`src/rtl/madnes_video_pkg.sv`:
```
// Shared video timing constants and OAM types for the madnes video pipeline.
package madnes_video_pkg;

  localparam int H_ACTIVE   = 640;
  localparam int V_ACTIVE   = 480;
  localparam int V_TOTAL    = 525;
  localparam int OAM_ADDR_W = 6;
  localparam int OAM_DATA_W = 32;

  typedef logic [OAM_DATA_W-1:0] oam_entry_t;

  typedef struct packed {
    logic [OAM_ADDR_W-1:0] addr;
    oam_entry_t            data;
  } oam_wr_t;

  typedef enum logic {
    IDLE = 1'b0,
    PREP = 1'b1
  } sched_state_t;

endpackage

```
`src/rtl/oam_wr_fifo.sv`:
```
// Small synchronous FIFO holding CPU OAM writes until the OAM port is free.
module oam_wr_fifo
  import madnes_video_pkg::*;
#(
  parameter int DEPTH = 4
) (
  input  logic    clk,
  input  logic    rst_n,
  input  logic    push_i,
  input  oam_wr_t wr_i,
  input  logic    pop_i,
  output oam_wr_t head_o,
  output logic    full_o,
  output logic    empty_o
);

  localparam int PW = $clog2(DEPTH);

  logic [PW:0] wp_q, rp_q;
  oam_wr_t     mem_q [DEPTH];

  // Extra pointer bit tells full from empty when the indices match.
  assign empty_o = (wp_q == rp_q);
  assign full_o  = (wp_q[PW] != rp_q[PW]) &&
                   (wp_q[PW-1:0] == rp_q[PW-1:0]);
  assign head_o  = mem_q[rp_q[PW-1:0]];

  always_ff @(posedge clk) begin
    if (push_i && !full_o) begin
      mem_q[wp_q[PW-1:0]] <= wr_i;
    end
  end

  always_ff @(posedge clk or negedge rst_n) begin
    if (!rst_n) begin
      wp_q <= '0;
      rp_q <= '0;
    end else begin
      if (push_i && !full_o) begin
        wp_q <= wp_q + 1'b1;
      end
      if (pop_i && !empty_o) begin
        rp_q <= rp_q + 1'b1;
      end
    end
  end

endmodule

```
`src/rtl/oam_line_scheduler.sv`:
```
// Starts sprite line preparation at hblank and arbitrates the OAM port
// between the line evaluator and queued CPU writes.
module oam_line_scheduler
  import madnes_video_pkg::*;
#(
  parameter int FIFO_DEPTH   = 4,
  parameter int PREP_TIMEOUT = 150
) (
  input  logic                  clk,
  input  logic                  reset,
  input  logic [9:0]            sx,
  input  logic [9:0]            sy,
  input  logic                  cpu_wr_valid,
  output logic                  cpu_wr_ready,
  input  logic [OAM_ADDR_W-1:0] cpu_wr_addr,
  input  logic [OAM_DATA_W-1:0] cpu_wr_data,
  output logic                  prep_start,
  output logic [9:0]            prep_line,
  input  logic [OAM_ADDR_W-1:0] prep_oam_addr,
  input  logic                  prep_done,
  output logic [OAM_ADDR_W-1:0] oam_addr,
  output logic                  oam_we,
  output logic [OAM_DATA_W-1:0] oam_wdata,
  output logic                  overrun,
  input  logic                  overrun_clr
);

  localparam int CW = $clog2(PREP_TIMEOUT);

  sched_state_t          state_q;
  logic [9:0]            sx_q;
  logic [9:0]            prep_line_q;
  logic                  prep_start_q;
  logic [CW-1:0]         cnt_q;
  logic                  overrun_q;
  logic                  oam_we_q;
  logic [OAM_ADDR_W-1:0] oam_addr_q;
  logic [OAM_DATA_W-1:0] oam_wdata_q;

  logic       trig, accept, timeout, go_idle;
  logic       push, pop, full, empty;
  logic [9:0] nxt_line;
  oam_wr_t    head, wr;

  assign trig     = (sx == 10'(H_ACTIVE)) && (sx_q != 10'(H_ACTIVE));
  assign nxt_line = (sy == 10'(V_TOTAL-1)) ? '0 : sy + 10'd1;
  assign accept   = trig && (nxt_line < 10'(V_ACTIVE));
  assign timeout  = (state_q == PREP) && !prep_done &&
                    (cnt_q == CW'(PREP_TIMEOUT-1));
  // Writes may drain in any cycle whose next state is IDLE.
  assign go_idle  = !accept &&
                    ((state_q == IDLE) || prep_done || timeout);
  assign pop      = go_idle && !empty;
  assign push     = cpu_wr_valid && !full;
  assign wr       = '{addr: cpu_wr_addr, data: cpu_wr_data};

  oam_wr_fifo #(
    .DEPTH(FIFO_DEPTH)
  ) u_fifo (
    .clk    (clk),
    .rst_n  (reset),
    .push_i (push),
    .wr_i   (wr),
    .pop_i  (pop),
    .head_o (head),
    .full_o (full),
    .empty_o(empty)
  );

  always_ff @(posedge clk or negedge reset) begin
    if (!reset) begin
      state_q      <= IDLE;
      sx_q         <= '0;
      prep_line_q  <= '0;
      prep_start_q <= 1'b0;
      cnt_q        <= '0;
      overrun_q    <= 1'b0;
      oam_we_q     <= 1'b0;
      oam_addr_q   <= '0;
      oam_wdata_q  <= '0;
    end else begin
      sx_q         <= sx;
      prep_start_q <= 1'b0;
      oam_we_q     <= pop;
      if (pop) begin
        oam_addr_q  <= head.addr;
        oam_wdata_q <= head.data;
      end
      if (accept) begin
        state_q      <= PREP;
        prep_line_q  <= nxt_line;
        prep_start_q <= 1'b1;
        cnt_q        <= '0;
      end else if (go_idle) begin
        state_q <= IDLE;
      end else begin
        cnt_q <= cnt_q + 1'b1;
      end
      if ((accept && state_q == PREP) || timeout) begin
        overrun_q <= 1'b1;
      end else if (overrun_clr) begin
        overrun_q <= 1'b0;
      end
    end
  end

  assign cpu_wr_ready = !full;
  assign prep_start   = prep_start_q;
  assign prep_line    = prep_line_q;
  assign oam_addr     = (state_q == PREP) ? prep_oam_addr : oam_addr_q;
  assign oam_we       = oam_we_q;
  assign oam_wdata    = oam_wdata_q;
  assign overrun      = overrun_q;

endmodule

```
`config.mk`:
```
export PLATFORM = sky130hd
export DESIGN_NAME = oam_line_scheduler
export DESIGN_NICKNAME = d
export VERILOG_FILES = /design/src/rtl/madnes_video_pkg.sv /design/src/rtl/oam_wr_fifo.sv /design/src/rtl/oam_line_scheduler.sv
export SDC_FILE = /design/constraint.sdc
export NUM_CORES = 1
export LEC_CHECK = 0
export CORE_MARGIN = 5
export CORE_UTILIZATION = 40
export DETAILED_ROUTE_END_ITERATION = 7
export GPL_ROUTABILITY_DRIVEN = 0
export PLACE_DENSITY = 0.64
export SLEW_MARGIN = 10
export SYNTH_ARGS = -nofsm -noshare
export SYNTH_HDL_FRONTEND = slang
export SYNTH_SLANG_ARGS = --single-unit
export TNS_END_PERCENT = 30
```
`constraint.sdc`:
```
create_clock -name clk -period 4.7 [get_ports clk]
set_input_delay 1.41 -clock clk [delete_from_list [all_inputs] [get_ports clk]]
set_output_delay 1.41 -clock clk [all_outputs]
set_load 0.02 [all_outputs]
```
== Word-level counts from Yosys, hierarchy flattened ==
Memories as Yosys holds them, arrays and structs flattened. A register that Yosys moved wholly into a read port is not among the register bits.
Cells that the tools add are included.

* Bitwise logic cells: 1
* Add/subtract/negate cells: 4
* Muxes and demuxes: 11
* Order comparisons: 1
* Equality and inequality tests: 8
* Reductions and logical operators: 21

{| class="wikitable"
|+ Operators with widths
! kind !! number
|-
| $eq A10 B10 Y1 const B || 2
|-
| $mux W8 || 2
|-
| $logic_and A1 B1 Y1 || 11
|-
| $add A10 B1 Y10 const B || 1
|-
| $lt A10 B9 Y1 const B || 1
|-
| $mux W10 || 1
|-
| $ne A10 B10 Y1 const B || 1
|-
| $add A8 B1 Y8 const B || 1
|-
| $eq A8 B8 Y1 const B || 1
|-
| $mux W1 || 7
|-
| $add A3 B1 Y3 const B || 2
|-
| $mux W6 || 1
|-
| $logic_not A1 Y1 || 5
|-
| $reduce_bool A2 Y1 || 2
|-
| $eq A3 B3 Y1 || 1
|-
| $logic_or A1 B1 Y1 || 3
|-
| $eq A2 B2 Y1 || 1
|-
| $ne A2 B2 Y1 const B || 1
|-
| $ne A1 B1 Y1 || 1
|-
| $not A1 Y1 || 1
|}

* Memories kept: 1
* Flip-flop bits (word level): 38
* Bits in writable memories: 152
* Bits of input ports: 69

{| class="wikitable"
|+ Memories
! memory !! words !! width !! read ports !! clocked after Yosys merged registers in !! write ports !! RTL line !! text
|-
| u_fifo.mem_q || 4 || 38 || 1 || 1 || 1 || oam_wr_fifo.sv:20 || <nowiki>oam_wr_t mem_q [DEPTH];</nowiki>
|}

== Longest topological paths before layout ==
* Word-level depth: 8
* Gate-level depth with buffers: 9

== Modules after synthesis ==
Synthesis repeated with hierarchy kept, for this count alone.

* Cells, all modules: 570
* Area, all modules: 9691.8 sq um

{| class="wikitable"
|+ By module, submodules not included
! module !! cells each !! instances !! sequential area each (sq um) !! area each (sq um)
|-
| oam_wr_fifo || 250 || 1 || 4714.5 || 5968.2
|-
| oam_line_scheduler || 320 || 1 || 1751.7 || 3723.6
|}

== Worst setup path after synthesis ==
Ideal clock, no wire load.

* Path kind: input port to flip-flop
* From: input port sy[6]
* To: register oam_addr_q[0] (read register of u_fifo.mem_q)
* Data arrival time: 3291 ps
* Path buffers: 2
* Data required time: 4575 ps
* Path slack: 1283 ps
* Stages: 8
* Setup time: 125 ps
* Path through: buf_2 -> or3_4 -> nor4_4 -> nor2_2 -> a2111oi_4 -> nor2_2 -> buf_6 -> mux2_4

* Word-level cells in the longest chain between the ends: 7

{| class="wikitable"
|+ RTL lines
! element !! RTL line !! text
|-
| start, declared || oam_line_scheduler.sv:12 || <nowiki>input logic [9:0] sy,</nowiki>
|-
| $add A10 B1 Y10 / $eq A10 B10 Y1 (equally long branches) || oam_line_scheduler.sv:46 || <nowiki>assign nxt_line = (sy == 10'(V_TOTAL-1)) ? '0 : sy + 10'd1;</nowiki>
|-
| $mux W10 * || oam_line_scheduler.sv:46 ||
|-
| $lt A10 B9 Y1 * || oam_line_scheduler.sv:47 || <nowiki>assign accept = trig && (nxt_line < 10'(V_ACTIVE));</nowiki>
|-
| $logic_and A1 B1 Y1 * || oam_line_scheduler.sv:47 ||
|-
| $logic_not A1 Y1 * || oam_line_scheduler.sv:51 || <nowiki>assign go_idle = !accept &&</nowiki>
|-
| $logic_and A1 B1 Y1 * || oam_line_scheduler.sv:51 ||
|-
| $logic_and A1 B1 Y1 * || oam_line_scheduler.sv:53 || <nowiki>assign pop = go_idle && !empty;</nowiki>
|-
| end, declared || oam_line_scheduler.sv:37 || <nowiki>logic [OAM_ADDR_W-1:0] oam_addr_q;</nowiki>
|}

Mark *: on every way between the ends. The rest lies on a longest branch, timed or not.
A chain may end at the register's enable or synchronous reset.

== Final worst setup path ==
* From: input port prep_oam_addr[1]
* To: output port oam_addr[1]

* Word-level cells in the longest chain between the ends: 1

{| class="wikitable"
|+ RTL lines
! element !! RTL line !! text
|-
| start, declared || oam_line_scheduler.sv:19 || <nowiki>input logic [OAM_ADDR_W-1:0] prep_oam_addr,</nowiki>
|-
| $mux W6 || oam_line_scheduler.sv:110 || <nowiki>assign oam_addr = (state_q == PREP) ? prep_oam_addr : oam_addr_q;</nowiki>
|-
| end, declared || oam_line_scheduler.sv:21 || <nowiki>output logic [OAM_ADDR_W-1:0] oam_addr,</nowiki>
|}

Every way passes these cells.

==> metrics.yaml <==
logic_synthesis:
  syn_inst: 463
  yosysSeqAreaShare: 0.717
  synth-main-ff-cell: "edfxtp_1"
  ys_warn_count: 0
  netlist_area_mm2: 0.00901
  post_synth_num_cell_types: 40
  ys_seq_elements: 228
  synth-edff-count: 152
  syn_avg_cell_area_um2: 19.5
  synthesis.nets: 541
  async_reset_ff_frac: 0.333
setup_path:
  critPathKind: "primary input to primary output"
  endpoint_kind: "primary output"
  worstPathMaxFanout: 1
  r2r_slack_ns: 2.29
  reg2regPathDepth: 9
  worst_setup_path_start_kind: "primary input"
  arrival_ns: 2.62
  crit_required_ns: 3.29
cts:
  clkSlewWorstSetupHoldPaths_ns: 0.06
  cts_buffers: 25
  cts_resized: 0
  cts_buffer_depth: 3
  clk_latency_ns: 0.53
  clkSinkCount: 228
  cts_tree: "built"
  post_cts_buffers: 0
  clock-root-buffer: "clkbuf_16"
  htreeDepth: 1
  ctsHoldBuffers: 0
power:
  p_leak_nw: 4.25
  peakVddDrop_mv: 0.387
  powerDensity_mw_per_mm2: 639
  p_total_mw: 7.27
min_path:
  min_path_type: "register to register"
  holdPathStages: 1
floorplan:
  fp.dieW_um: 160
  die_area_mm2: 0.0256
  coreArea_mm2: 0.0224
  fp.dieH_um: 160
  io_pins: 121
  initial_utilization: 0.402
  core.rowCount: 55
cells_and_area:
  layout-drive-gt1-share: 0.248
  fill_cells: 1842
  final_util: 0.507
  num_antenna_cells: 0
  fin_nets: 680
  stdcell_area_mm2: 0.0114
  area_delta_synth_final_pct: 26.2
sta:
  timing.setup.tns_ns: 0
  fin_skew_ns: 0.0140
  setup_viol: 0
  rsz0062_at_grt: "no"
  relSlewSlack: 0.438
  hold_viol: 0
  min_period_ns: 4.03
  slew_viol_final: 0
  period_share: 0.857
  clock.fmax_ghz: 0.248
  tightestPinTransition_ns: 0.842
routing:
  vias: 4614
  drt-total-wl_um: 17700
  vias_per_cell: 5.10
  drtIter0Drc: 202
  drc: 0
  dr.pass1.iters: 4
  routedWlPerCell_um: 19.5
  drtAntennaViolNets: 0
placed_design:
  placed_cell_area_mm2: 0.0106
  io_buffers: 120
  dp_hpwl_um: 10900
flow_run:
  maxCapViolCount: 0
global_route:
  grt_pass1_wl_um: 28000
  grt_remaining_overflow: 0
  grt_max_degree: 61
  grt_usage: 0.138
  antenna_found_initial: 0
  grt_pass1_vias: 5013
status:
  status: "finished, final reports clean"
final cells by class:
cell class / count / area, µm² / share of cell area
clock inverter: 11 / 103 / 0.00902
sequential: 228 / 6470 / 0.569
inverter: 8 / 30.0 / 0.00264
clock buffer: 34 / 699 / 0.0615
multi-input combinational: 206 / 2410 / 0.212
timing repair buffer: 133 / 1310 / 0.115
tap: 285 / 357 / 0.0313
placed cells by master, fill, tap and decap left out, types with 6 or more instances in the layout:
cell type,Yosys,layout
edfxtp_1,152,152
clkdlybuf4s50_1,0,119
dfrtp_1,76,74
mux4_2,38,38
mux2_4,38,38
clkbuf_16,0,25
nor2_1,20,20
xor2_1,14,14
mux2_2,13,13
buf_4,0,13
nand2_1,9,9
nand4_1,9,9
ha_1,9,9
inv_1,8,8
xnor2_1,7,7
clkinv_2,0,6
path summary, 6_finish.rpt:
| kind | end | from |
|---|---|---|
| setup / recovery | oam_addr[1] | prep_oam_addr[1] |
| hold / removal | u_fifo.wp_q[2] | u_fifo.wp_q[2] |
| setup reg to reg | oam_wdata[20] | cnt_q[1] |
| hold reg to reg | u_fifo.wp_q[2] | u_fifo.wp_q[2] |
| max in group asynchronous | oam_wdata[27] | reset |
| min in group asynchronous | prep_line[9] | reset |
stage by stage:
| stage | hold WS (ns) | std cells | setup slack (ns) |
|---|---|---|---|
| 2_1_floorplan | 0.460 | 463 | 1.28 |
| 3_3_place_gp | 0.475 | 860 | 0.557 |
| 3_5_place_dp | 0.478 | 860 | 0.553 |
| 4_1_cts | 0.489 | 905 | 0.658 |
| 5_1_grt | 0.516 | 905 | 0.637 |
| 6_report | 0.493 | 905 | 0.670 |
synth_stat cells (all sizes together) (6+ instances only):
master  instances  share of area
buf            10         0.0083
nor2           22         0.0097
clkbuf         11         0.0047
nand2           9         0.0037
and3            6         0.0042
nand4           9         0.0062
mux4           38          0.095
inv             8         0.0033
edfxtp        152           0.51
ha              9          0.012
mux2           51          0.080
xor2           14          0.014
xnor2           7         0.0068
dfrtp          76           0.21
registers in the layout, indices dropped and copies added, names as in the netlist:
name,count
state_q,1
sx_q,10
cnt_q,8
prep_start,1
u_fifo.wp_q,3
oam_we,1
prep_line,10
oam_wdata,32
u_fifo.mem_q,152
overrun,1
oam_addr_q,6
u_fifo.rp_q,3
worst max-delay path, cell delays in order:
cell and delay [ns]:
clkdlybuf4s50_1 0.41, mux2_2 0.26, clkdlybuf4s50_1 0.54
layer usage:
| metal | part of all wire | GRT usage |
|---|---|---|
| met1 | 0.44 | 0.184 |
| met2 | 0.48 | 0.226 |
| met3 | 0.067 | 0.0405 |
| met4 | 0.016 | 0.0321 |
| met5 | 0 | 0 |
cell families (layout without fill, tap and decap cells):
family                   count (synthesis)  after routing  synth area share
AND/OR/NAND/NOR                         71             71            0.0454
flip-flops                             228            228             0.717
AO/OA/AOI/OAI                           16             16            0.0135
multiplexers                            89             89             0.174
XOR/XNOR                                21             21            0.0204
adder cells (fa/ha/maj)                  9              9            0.0125
buffers and inverters                   29            186            0.0164
power by group:
group	switching, mW	internal [mW]	total [mW]
clock	0.756	1.10	1.86
combinational	1.13	1.37	2.50
sequential	0.207	2.71	2.92
total	2.10	5.18	7.27
Power figures use the tool's default switching activity.
==> RTL edit (config.mk and constraints unchanged) <==
Put one more register stage on the output `overrun`. The value now appears one clock later. The other outputs are not delayed to match.
--- a/src/rtl/oam_line_scheduler.sv
+++ b/src/rtl/oam_line_scheduler.sv
@@ -110,7 +110,9 @@
   assign oam_addr     = (state_q == PREP) ? prep_oam_addr : oam_addr_q;
   assign oam_we       = oam_we_q;
   assign oam_wdata    = oam_wdata_q;
-  assign overrun      = overrun_q;
+  always_ff @(posedge clk) begin
+    overrun <= overrun_q;
+  end
 
 endmodule
 
Formal check against the unedited RTL: not equivalent (Yosys sat finds a counterexample within 4 cycles, from zero or initial values and one cycle with reset low).
==> RTL edit against the original RTL <==
  * Power rose by 0.55%
  * Setup slack improved by 0.0054 ns
  * Design area hardly changed
  * Sequential power hardly changed
  * Count of clock-buffer cells in the layout is 3 lower
  * Core utilization increased by 0.050 points
  * Clock skew is 0.0021 ns lower
  * Sequential cell count grew 1
  * Via count shrank 0.20%
  * Wire length grew 0.62%
  * Synthesized area is 0.22% higher
  * Highest routed layer is now met5
==> RTL edit: results <==
yosys:
  postSynth.asyncResetShare_pct: 33.2
  post_synth_num_cell_types: 41
  syn_nets: 542
  synth_edf_count: 152
  ys_top_cells_by_area: "edfxtp_1 51%, dfrtp_1 21%, mux4_2 9.5%, mux2_4 6.3%, mux2_2 1.6%"
  ys_seq_area_share_pct: 71.8
placed_design:
  post-place-ws_ns: 0.520
  hpwl_um: 10900
cells_and_area:
  largest_reg_flops: 152
  drive_above_1_share_pct: 24.0
power_and_ir_drop:
  p_leak_nw: 4.26
  max-vdd-ir-drop_mv: 0.460
  swShare_pct: 28.5
route:
  wl_per_cell_um: 19.7
  drt-initial-drc-count: 209
  vias_per_cell: 5.09
clocking:
  cts-buffers-inserted: 24
  cts-resized-gates: 0
  clk_latency_ns: 0.50
  clock-root-buffer: "clkbuf_16"
sta:
  slew-limit-headroom_pct: 43.3
  finClkSkew_ns: 0.0119
hold_path:
  min_from: "overrun_q"
global_route:
  grt_max_degree: 56
  grt_usage_pct: 13.8
  antenna_found_initial: 1
  grt_pass1_vias: 5082
  grt_pass1_wl_um: 28100
setup_path:
  startpoint: "prep_oam_addr[3]"
  worstPathArrival_ns: 2.61
outcome:
  status: "completed"
[RTL edit: area by class of cell]
| type | instances | area (sq um) |
|---|---|---|
| clock buffers | 31 | 658 |
| clock inverters | 13 | 135 |
| fillers | 1821 | 11000 |
| inverters | 8 | 30.0 |
| multi-input cells | 206 | 2410 |
| flip-flops and latches | 229 | 6490 |
| well taps | 285 | 357 |
| repair buffers | 133 | 1310 |
[RTL edit: final timing paths]
path / slack [ns] / end / depth (start not counted)
worst max-delay path: 0.68 / oam_addr[3] / 3
worst min-delay path: 0.38 / overrun / 0
worst max register to register: 2.35 / oam_wdata[20] / 9
worst min register to register: 0.38 / overrun / 0
max in group asynchronous: 2.90 / sx_q[0] / 2
min in group asynchronous: 0.99 / cnt_q[3] / 1
[RTL edit: routing by layer]
layer | track usage (%) | part of all wire, %
met1 | 17.9 | 43
met2 | 23.3 | 49
met3 | 3.72 | 6.4
met4 | 3.05 | 1.5
met5 | 0 | 0.062
[RTL edit: cell families after synthesis]
logic type	after synthesis	synth area share (%)
mux	89	17.4
compound gates	16	1.34
buf+inv	29	1.63
simple gates	71	4.53
flops	229	71.8
xor+xnor	21	2.04
fa+ha+maj	9	1.25
[RTL edit: per-stage QoR]
stage,power [W],hold slack [ns],cells
3_3_place_gp,0.00545,0.355,861
3_5_place_dp,0.00552,0.377,861
5_1_grt,0.00769,0.405,905
4_1_cts,0.00745,0.391,905
2_1_floorplan,0.00465,0.347,464
6_report,0.00731,0.381,905
[RTL edit: critical path: cells and delay by family]
family	cells	cell delay, ns
muxes	1	0.27
buffers and inverters	2	0.94
[RTL edit: power groups by stage]
stage / clock [W] / sequential, W / combinational [W]
final: 0.00188 / 0.00293 / 0.00250
after global routing: 0.00202 / 0.00298 / 0.00269
after CTS: 0.00195 / 0.00294 / 0.00256
after detailed placement: 0 / 0.00297 / 0.00256
after global placement: 0 / 0.00295 / 0.00250
after floorplan: 0 / 0.00308 / 0.00157
